<file path="config.mk">
export PLATFORM = sky130hd
export DESIGN_NAME = pio_led_fader
export DESIGN_NICKNAME = d
export VERILOG_FILES = /design/src/rtl/pio_led_fader.sv
export SDC_FILE = /design/constraint.sdc
export NUM_CORES = 1
export LEC_CHECK = 0
export ABC_CLOCK_PERIOD_IN_PS = 5760
export CAP_MARGIN = 30
export CORE_UTILIZATION = 45
export DETAILED_ROUTE_END_ITERATION = 10
export GPL_TIMING_DRIVEN = 1
export SYNTH_ARGS = -nofsm -noshare
export SYNTH_HDL_FRONTEND = slang
export SYNTH_SLANG_ARGS = --single-unit
export TNS_END_PERCENT = 5
</file>
<file path="constraint.sdc">
create_clock -name clk -period 5.76 [get_ports clk]
set_clock_uncertainty 0.1 [all_clocks]
set_input_delay 1.152 -clock clk [delete_from_list [all_inputs] [get_ports clk]]
set_output_delay 1.152 -clock clk [all_outputs]
set_load 0.005 [all_outputs]
</file>
<file path="src/rtl/pio_led_fader.sv">
// pio_led_fader
//   Sits between the LED PIO out_port and the board LED pins. Each channel
//   ramps an 8-bit brightness level toward its target pattern bit on every
//   fade tick. The level is then rendered as 8-bit PWM.
//
//   Optional feature macro: PIO_LED_FADER_GAMMA_EN
//     When defined, duty = (level*level) >> 8, with level 255 forced to 255.
//     Otherwise, duty = level and no multiplier is built.
//
//   Parameters
//     WIDTH    number of LED channels
//     PRESCALE clocks per fade tick (>= 1)
//     STEP     level change per fade tick (1..255)
//
//   Ports
//     clk      system clock
//     reset_n  synchronous, active-low reset
//     led_in   target pattern, 1 = on
//     led_out  registered PWM LED drive
//     fading   registered; high while any level differs from its target
module pio_led_fader #(
    parameter int WIDTH    = 6,
    parameter int PRESCALE = 50000,
    parameter int STEP     = 8
) (
    input  logic             clk,
    input  logic             reset_n,
    input  logic [WIDTH-1:0] led_in,
    output logic [WIDTH-1:0] led_out,
    output logic             fading
);

    localparam int            PW        = (PRESCALE > 1) ? $clog2(PRESCALE) : 1;
    localparam logic [PW-1:0] PRESC_MAX = PW'(PRESCALE - 1);
    localparam logic [8:0]    STEP9     = 9'(STEP);

    logic [WIDTH-1:0] r_target_q;
    logic [PW-1:0]    r_presc;
    logic [7:0]       r_pwm_cnt;
    logic [7:0]       r_level [WIDTH];

    logic             w_tick;
    logic [7:0]       w_duty  [WIDTH];
    logic [WIDTH-1:0] w_led_next;
    logic             w_fading;

    // Saturating one-step move. The 9-bit intermediate exposes overflow
    // (sum > 255) and underflow (bit 8 set after borrow).
    function automatic logic [7:0] sat_step(input logic [7:0] lvl, input logic up);
        logic [8:0] t;
        if (up) begin
            t = {1'b0, lvl} + STEP9;
            return (t > 9'd255) ? 8'd255 : t[7:0];
        end else begin
            t = {1'b0, lvl} - STEP9;
            return t[8] ? 8'd0 : t[7:0];
        end
    endfunction

    function automatic logic [7:0] level_to_duty(input logic [7:0] lvl);
`ifdef PIO_LED_FADER_GAMMA_EN
        logic [15:0] sq;
        sq = 16'(lvl) * 16'(lvl);
        // 255*255>>8 is 254; full-on has to stay constant-on.
        return (lvl == 8'd255) ? 8'd255 : sq[15:8];
`else
        return lvl;
`endif
    endfunction

    assign w_tick = (r_presc == PRESC_MAX);

    always_comb begin
        w_led_next = '0;
        w_fading   = 1'b0;
        for (int i = 0; i < WIDTH; i++) begin
            w_duty[i]     = level_to_duty(r_level[i]);
            w_led_next[i] = (w_duty[i] == 8'd255) || (r_pwm_cnt < w_duty[i]);
            if (r_level[i] != (r_target_q[i] ? 8'd255 : 8'd0))
                w_fading = 1'b1;
        end
    end

    always_ff @(posedge clk) begin
        if (!reset_n) begin
            r_target_q <= '0;
            r_presc    <= '0;
            r_pwm_cnt  <= '0;
            led_out    <= '0;
            fading     <= 1'b0;
            for (int i = 0; i < WIDTH; i++)
                r_level[i] <= '0;
        end else begin
            r_target_q <= led_in;
            r_presc    <= w_tick ? '0 : r_presc + 1'b1;
            r_pwm_cnt  <= r_pwm_cnt + 8'd1;
            led_out    <= w_led_next;
            fading     <= w_fading;
            // Steps use the target registered before this edge, so a target
            // change coinciding with a tick takes effect on the next tick.
            for (int i = 0; i < WIDTH; i++)
                if (w_tick)
                    r_level[i] <= sat_step(r_level[i], r_target_q[i]);
        end
    end

endmodule

</file>
==> run metrics, run 1 <==
status finished, final reports clean; remaining global-route overflow 0; vias in the first global route 4297; I/O pins 15; Fmax 308 MHz; Seq cells post-synth 73; ANT nets after route 0; Async SR Flop Fraction 0%; CTS root buf clkbuf_16; fillers 1107; commonest non-fill, non-tap cell in the layout ha_1; clk slew on worst S/H paths 0.06 ns; Ys Warns 0; mux contribution to synthesized area 0.559%; Clk Latency, worst-skew pair 0.34 ns; Hold Path Origin r_presc[0]$_SDFF_PP0_; CTS tree yes; CTS-repair resized insts 0; share of cells above drive strength 1 5.09%; dpl ws 2.13 ns; die height approximately 110 microns; H-tree levels 3; count of cell types in the netlist between 70 and 80; Final Util 50.5%; Worst setup EP type flop; largest net degree at the start of global routing 39; initial core utilization 46.4%; largest family of logic cells by synthesized area simple AND/OR/NAND/NOR gates; drt total wl 12.8 mm; r2r setup slk 3.02 ns; Post-Synth Adder-Cell Area 13.9%; WP data arrival 3.16 ns; RR Startpoint r_presc[0]$_SDFF_PP0_; placeable core area about 12000 sq um; ant diodes 0; post-CTS setup buffers 0; Worst Path Max Fanout 30; worst setup margin ~2.5 ns; post-synthesis cell count 630; RSZ-0062 raised after global routing no; most frequent cells in the layout 62 x ha_1, 44 x nor2_1, 42 x a21oi_1; DRC errors left 0; Port Buf Inserts 14; Max Cap Viol 0; HP Class reg -> reg; worst slew pin tran just under 0.9 ns; Total Neg Setup Slack 0 ns; worst hold margin 0.349 ns; CTS Sinks 73; syn_nets 700; Via density 5.81; Setup crit start kind input port; routed via count 4631; Critical Path Start reset_n; top post-synthesis cells by area edfxtp_1 19%, ha_1 14%, dfxtp_1 13%; EDFF count, synth 36; Num CTS Buffers 9; Die X 114 microns; worst path required time approximately 5.7 ns; VDD IR max 0.154 mV; count of hold buffers inserted by post-cts repair 0; antenna violations before repair 0; first-pass GRT wire length 21.6 mm; top cell type's share of synthesized area 19.3%; starting DRC count in detailed routing 281; Slew Viols, Final 0; leading area contributor after synthesis edfxtp_1; die area approximately 13000 sq um; routed len/inst about 16 microns; final net count roughly 690; gr usage total 21.1%; compound-cell area share of the yosys netlist between 10% and 20%; Main synth FF type dfxtp_1; DP HPWL 8.97 mm; Reg-to-Reg End r_level[5][5]$_SDFFCE_PN0P_; DR pass1 iterations 5; Fin. Hold Viols 0; clock buffer depth 2; count of final setup violators 0; FP Rows 40; GP Congestion between 0.8 and 0.9; placed instance area 5770 sq um; hold path depth 1; Non-Filler Cell Area, Final 6090 sq um; max_slew headroom 42.1%; PD cells 222 nW/um^2; Synth Area in Simple Gates between 20% and 30%; Synth Area in XOR/XNOR ~5.8%; Syn Std Cell Area 5600 sq um; fin crit share 56.4%; post-synthesis sequential area ratio 32.6%; minimum clock period 3.25 ns; CP Class in -> reg; r2r worst-path depth 6; Lkg Pwr 0.00253 uW; Avg Cell Area, Syn 8.88 sq um; Hold Path Sink r_presc[0]$_SDFF_PP0_; area delta synth->final 8.74%
[metal layers]
metal | track usage, % | part of all wire, % | vias up
li1 | - | - | 2309
met1 | 29.0 | 50 | 2213
met2 | 33.7 | 45 | 95
met3 | 3.77 | 3.2 | 14
met4 | 6.93 | 1.3 | 0
met5 | 0 | 0 | -
[flip-flops by register name (all words and copies together), names as in the netlist]
name,count
r_level,36
r_presc,16
r_pwm_cnt,8
led_out,6
r_target_q,6
fading,1
[worst max-delay path by stage]
stage | to | slack, ns | cells past startpoint
after floorplan | r_level[0][3]$_SDFFCE_PN0P_ | 3.23 | 4
after global placement | r_level[5][6]$_SDFFCE_PN0P_ | 2.15 | 5
after detailed placement | r_level[5][6]$_SDFFCE_PN0P_ | 2.13 | 5
after CTS | r_level[4][4]$_SDFFCE_PN0P_ | 2.48 | 5
after global routing | r_level[5][5]$_SDFFCE_PN0P_ | 2.35 | 5
final | r_level[5][5]$_SDFFCE_PN0P_ | 2.51 | 5
[metrics by stage]
stage	std cells	total power [uW]
after floorplan	630	735
after global placement	781	775
after detailed placement	781	778
after CTS	797	1360
after global routing	797	1410
final	797	1350
[worst max-delay path, cell delays in order]
cell             delay, ns
clkdlybuf4s50_1       0.40
buf_4                 0.23
and2_1                0.27
inv_1                 0.67
buf_4                 0.42
[area by class of cell]
cell class	instances	area [sq um]	share of cell area [%]
timing repair buffer	17	163	2.67
clock buffer	14	297	4.87
tap	168	210	3.45
clock inverter	2	15.0	0.247
inverter	42	158	2.59
sequential	73	1820	29.9
multi-input combinational	481	3420	56.2
[cell usage after synthesis, types with 18 or more instances]
cell type and instances:
xor2_1 18, nand2_1 25, a21oi_1 42, xnor2_1 19
nor2_1 44, edfxtp_1 36, nand4_1 18, inv_1 41
dfxtp_1 37, o21ai_0 21, nand3_1 35, ha_1 62
and2_1 19
[kinds of logic after synthesis]
| kind of cell | after synthesis |
|---|---|
| simple gates | 219 |
| fa+ha+maj | 62 |
| buf+inv | 76 |
| flops | 73 |
| mux | 3 |
| compound gates | 160 |
| xor+xnor | 37 |
[power by group]
part	internal, uW	leakage (uW)	switching, uW	total [uW]
clock network	357	0.000154	223	580
logic	74.4	0.00173	82.7	157
registers	566	0.000646	46.0	612
Note: power is estimated with default switching activity, not from simulation.
==> inputs of run 2 (changes only) <==
--- a/config.mk
+++ b/config.mk
@@ -5,7 +5,7 @@
 export SDC_FILE = /design/constraint.sdc
 export NUM_CORES = 1
 export LEC_CHECK = 0
-export ABC_CLOCK_PERIOD_IN_PS = 5760
+export ABC_CLOCK_PERIOD_IN_PS = 3200
 export CAP_MARGIN = 30
 export CORE_UTILIZATION = 45
 export DETAILED_ROUTE_END_ITERATION = 10
==> constraint.sdc (replaced) <==
create_clock -name clk -period 3.2 [get_ports clk]
set_clock_uncertainty 0.1 [all_clocks]
set_input_delay 0.64 -clock clk [delete_from_list [all_inputs] [get_ports clk]]
set_output_delay 0.64 -clock clk [all_outputs]
set_load 0.005 [all_outputs]
==> run metrics, run 2 (synthesis gave the netlist of run 1 again) <==
routed len/inst 16.2 microns (was 16.1 microns); routed via count 4610 (was 4631); total power 2420 uW (was 1350 uW); GP Congestion 0.862 (was 0.819); PD cells 397 nW/um^2 (was 222 nW/um^2); Die X 114 microns (unchanged); Fmax 413 MHz; Max Cap Viol 0 (unchanged); Total Neg Setup Slack 0 ns (unchanged); Cells after DPL 784 (was 781); HP Class reg -> reg (unchanged); commonest non-fill, non-tap cell in the layout ha_1 (unchanged); Clk Latency, worst-skew pair 0.35 ns (was 0.34 ns); drt total wl 13.0 mm (was 12.8 mm); I/O pins 15 (unchanged); CTS root buf clkbuf_16 (unchanged); largest registers r_level x36, r_presc x16, r_pwm_cnt x8 (unchanged); worst hold margin 0.351 ns (was 0.349 ns); remaining global-route overflow 0 (unchanged); Port Buf Inserts 14 (unchanged); starting DRC count in detailed routing 370 (was 281); gr usage total 21.8% (was 21.1%); worst setup margin 0.778 ns (was 2.51 ns); Fin. Hold Viols 0 (unchanged); count of hold buffers inserted by post-cts repair 0 (unchanged); share of cells above drive strength 1 5.85% (was 5.09%); fin crit share 75.7%; count of final setup violators 0 (unchanged); VDD IR max 0.289 mV (was 0.154 mV); H-tree levels 3 (unchanged); post-CTS setup buffers 0 (unchanged); ant diodes 0 (unchanged); Worst Path Max Fanout 10 (was 30); vias in the first global route 4360 (was 4297); DP HPWL 9.20 mm (was 8.97 mm); worst path required time 3.15 ns (was 5.67 ns); WP data arrival 2.37 ns (was 3.16 ns); first-pass GRT wire length 22.0 mm (was 21.6 mm); Largest register FFs 36 (unchanged); FP Rows 40 (unchanged); final cell count without fillers 800 (was 797); clock buffer depth 2 (unchanged); placeable core area 12100 sq um (unchanged); area delta synth->final 9.05% (was 8.74%); CTS-repair resized insts 0 (unchanged); minimum clock period 2.42 ns; RSZ-0062 raised after global routing no (unchanged); ANT nets after route 0 (unchanged); die area 12900 sq um (unchanged); clk slew on worst S/H paths 0.06 ns (about the same); Setup crit start kind flop (was input port); Slew Viols, Final 0 (unchanged); largest net degree at the start of global routing 25 (was 39); antenna violations before repair 0 (unchanged); DR pass1 iterations 5 (unchanged); DRC errors left 0 (unchanged); CTS Sinks 73 (unchanged); Num CTS Buffers 9 (unchanged); status finished, final reports clean (unchanged); Reg with most FFs r_level (unchanged); worst slew pin tran 0.625 ns (was 0.868 ns); Via density 5.76 (was 5.81); final net count 697 (was 694); max_slew headroom 58.3% (was 42.1%); Worst setup EP type flop (unchanged); most frequent cells in the layout 62 x ha_1, 44 x nor2_1, 42 x a21oi_1 (unchanged); die height 114 microns (unchanged); dpl ws 0.832 ns (was 2.13 ns); Lkg Pwr 0.00254 uW (was 0.00253 uW); initial core utilization 46.4% (unchanged); CP Class reg -> reg (was in -> reg); CTS tree yes (unchanged)
run 2: cell count changes in the layout (fill, tap and decap cells not counted):
cell	before	now
inv_6	0	2
clkbuf_1	2	0
clkinv_4	1	0
clkbuf_16	11	10
clkinvlp_4	0	1
inv_8	0	1
buf_4	3	6
run 2: power by group:
group | internal (uW) | switching [uW] | leakage [uW] | total (uW)
Sequential | 1020 | 81.6 | 0.000646 | 1100
Clock | 605 | 433 | 0.000150 | 1040
Combinational | 135 | 149 | 0.00175 | 285
Total | 1760 | 664 | 0.00254 | 2420
run 2: metal layers:
metal	up-vias	global-route usage, %	share of wire [%]
li1	2327	-	-
met1	2182	29.9	50
met2	83	33.9	45
met3	18	3.77	2.7
met4	0	8.68	2.3
met5	-	0	0
run 2: area by class of cell:
type / instances / area, sq um
Tap cell: 168 / 210
Sequential cell: 73 / 1820
Clock inverter: 5 / 42.5
Clock buffer: 11 / 264
Inverter: 42 / 158
Timing Repair Buffer: 20 / 185
Multi-Input combinational cell: 481 / 3420
Fill cell: 1099 / 5960
run 2: metrics by stage:
step | util (%) | area (sq um)
global placement | 48.1 | 5800
floorplan | - | 5600
detailed placement | 48.1 | 5800
finish | 50.6 | 6100
global route | 50.6 | 6100
CTS | 50.6 | 6100
run 2: worst paths after layout:
kind,cells past startpoint,end,slack (ns),start
hold / removal,1,r_presc[0]$_SDFF_PP0_,0.35,r_presc[0]$_SDFF_PP0_
setup reg to reg,6,r_level[3][1]$_SDFFCE_PN0P_,0.78,r_level[3][3]$_SDFFCE_PN0P_
setup / recovery,6,r_level[3][1]$_SDFFCE_PN0P_,0.78,r_level[3][3]$_SDFFCE_PN0P_
hold reg to reg,1,r_presc[0]$_SDFF_PP0_,0.35,r_presc[0]$_SDFF_PP0_
run 2: worst max-delay path, cell delays in order (launching register included):
cell	delay (ns)
edfxtp_1	0.51
ha_1	0.30
xor2_1	0.25
nand3_1	0.15
o21ai_0	0.21
o2111ai_1	0.33
a21oi_1	0.27
==> inputs of run 3 (changes only) <==
--- a/config.mk
+++ b/config.mk
@@ -5,7 +5,7 @@
 export SDC_FILE = /design/constraint.sdc
 export NUM_CORES = 1
 export LEC_CHECK = 0
-export ABC_CLOCK_PERIOD_IN_PS = 3200
+export ABC_CLOCK_PERIOD_IN_PS = 2200
 export CAP_MARGIN = 30
 export CORE_UTILIZATION = 45
 export DETAILED_ROUTE_END_ITERATION = 10
==> constraint.sdc (replaced) <==
create_clock -name clk -period 2.2 [get_ports clk]
set_clock_uncertainty 0.1 [all_clocks]
set_input_delay 0.44 -clock clk [delete_from_list [all_inputs] [get_ports clk]]
set_output_delay 0.44 -clock clk [all_outputs]
set_load 0.005 [all_outputs]
==> run metrics, run 3 (synthesis gave the netlist of run 1 again) <==
WP data arrival 2.16 ns (was 2.37 ns); Fin. Hold Viols 0 (unchanged); first-pass GRT wire length 22.3 mm (was 22.0 mm); minimum clock period 2.17 ns (was 2.42 ns); worst slew pin tran 0.519 ns (was 0.625 ns); most frequent cells in the layout 60 x ha_1, 56 x buf_4, 44 x nor2_1 (was 62 x ha_1, 44 x nor2_1, 42 x a21oi_1); r2r worst-path depth 6 (unchanged); worst path required time 2.19 ns (was 3.15 ns); CTS root buf clkbuf_16 (unchanged); initial core utilization 46.4% (unchanged); Largest register FFs 36 (unchanged); routed via count 4836 (was 4610); clock buffer depth 2 (unchanged); die height 114 microns (unchanged); RR Startpoint r_level[5][4]$_SDFFCE_PN0P_ (was r_level[3][3]$_SDFFCE_PN0P_); FP Rows 40 (unchanged); DRC errors left 0 (unchanged); Max Cap Viol 0 (unchanged); fin crit share 98.6% (was 75.7%); GP Congestion 0.886 (was 0.862); r2r setup slk 0.03 ns (was 0.78 ns); critical-path cell list buf_4 -> or4_4 -> o21a_1 -> a221o_1 -> o21ai_0 -> a21oi_1 (was ha_1 -> xor2_1 -> nand3_1 -> o21ai_0 -> o2111ai_1 -> a21oi_1); CTS Sinks 73 (unchanged); Setup crit start kind flop (unchanged); routed len/inst 15.6 microns (was 16.2 microns); Worst Path Max Fanout 6 (was 10); Crit path largest cell delay 0.53 ns (was 0.51 ns); Via density 5.66 (was 5.76); Hold Path Origin r_presc[0]$_SDFF_PP0_ (unchanged); Multi-input gate area 3480 sq um (was 3420 sq um); DR pass1 iterations 5 (unchanged); H-tree levels 3 (unchanged); Slew Viols, Final 0 (unchanged); status finished, final reports clean (unchanged); Lkg Pwr 0.00282 uW (was 0.00254 uW); largest registers r_level x36, r_presc x16, r_pwm_cnt x8 (unchanged); Clk Latency, worst-skew pair 0.34 ns (was 0.35 ns); Hold Path Sink r_presc[0]$_SDFF_PP0_ (unchanged); starting DRC count in detailed routing 236 (was 370); remaining global-route overflow 0 (unchanged); DP HPWL 9.86 mm (was 9.20 mm); VDD IR max 0.336 mV (was 0.289 mV); Reg-to-Reg End r_level[5][5]$_SDFFCE_PN0P_ (was r_level[3][1]$_SDFFCE_PN0P_); Critical Path Start r_level[5][4]$_SDFFCE_PN0P_ (was r_level[3][3]$_SDFFCE_PN0P_); final net count 751 (was 697); Final Util 54.8% (was 50.6%); total power 3620 uW (was 2420 uW); PD cells 549 nW/um^2 (was 397 nW/um^2); share of cells above drive strength 1 14.3% (was 5.85%); antenna violations before repair 0 (unchanged); Fmax 461 MHz (was 413 MHz); worst path bufs/invs 1 (was 0); die area 12900 sq um (unchanged); CP max stage cell or4_4 (was edfxtp_1); hold path depth 1 (unchanged); fillers 1116 (was 1099); CTS tree yes (unchanged); commonest non-fill, non-tap cell in the layout ha_1 (unchanged); max_slew headroom 65.3% (was 58.3%); ant diodes 0 (unchanged); HP Class reg -> reg (unchanged); Storage cell area 1820 sq um (unchanged); Port Buf Inserts 14 (unchanged); Worst setup EP type flop (unchanged); Crit path max-delay family compound AO/OA/AOI/OAI gates (unchanged); I/O pins 15 (unchanged); RSZ-0062 raised after global routing yes (was no); largest net degree at the start of global routing 27 (was 25); CP Class reg -> reg (unchanged); area delta synth->final 18.0% (was 9.05%); drt total wl 13.4 mm (was 13.0 mm); clk slew on worst S/H paths 0.06 ns (about the same); count of final setup violators 0 (unchanged); Die X 114 microns (unchanged); Num CTS Buffers 9 (unchanged); placeable core area 12100 sq um (unchanged); gr usage total 21.8% (about the same); Reg with most FFs r_level (unchanged); vias in the first global route 4521 (was 4360); ANT nets after route 0 (unchanged)
run 3: report_power, final:
part	internal, uW	switching [uW]
sequential	1480	73.8
combinational	257	287
clock	946	579
total	2680	940
run 3: what timing repair did:
| item | in CTS | in global routing |
|---|---|---|
| gates resized for setup | 0 | 11 |
| buffers inserted | 0 | 7 |
| setup endpoints to repair | 0 | 24 |
| hold buffers | 0 | 0 |
run 3: area by class of cell:
| class | instances | share of cell area [%] |
|---|---|---|
| Tap cell | 168 | 3.18 |
| Sequential cell | 73 | 27.6 |
| Clock inverter | 5 | 0.928 |
| Clock buffer | 11 | 3.83 |
| Timing Repair Buffer | 74 | 9.47 |
| Multi-Input combinational cell | 481 | 52.6 |
| Inverter | 42 | 2.39 |
run 3: how the worst max path moves through the flow:
stage / endpoint / slack [ns] / depth (start not counted)
2_1_floorplan: r_level[0][1]$_SDFFCE_PN0P_ / 0.10 / 8
3_3_place_gp: fading$_SDFF_PN0_ / 0.03 / 4
3_5_place_dp: r_level[2][1]$_SDFFCE_PN0P_ / 0.03 / 5
4_1_cts: r_level[2][1]$_SDFFCE_PN0P_ / 0.01 / 5
5_1_grt: r_level[5][5]$_SDFFCE_PN0P_ / -0.06 / 6
6_report: r_level[5][5]$_SDFFCE_PN0P_ / 0.03 / 6
run 3: through the flow:
step	cells	setup slack [ns]	instance area [sq um]	TNS, ns	hold WS (ns)
floorplan	630	0.103	5600	0	0.318
global placement	831	0.0306	6190	0	0.334
detailed placement	831	0.0294	6190	0	0.354
CTS	847	0.0143	6500	0	0.363
global route	854	-0.0632	6610	-0.159	0.383
finish	854	0.0304	6610	0	0.355
run 3: per-layer routing:
metal	vias up	global-route usage (%)	wire length [microns]	part of all wire [%]
met2	113	34.7	6110	46
met3	26	2.66	610	4.6
met1	2257	29.9	6310	47
met5	-	0	0	0
li1	2440	-	-	-
met4	0	9.12	329	2.5
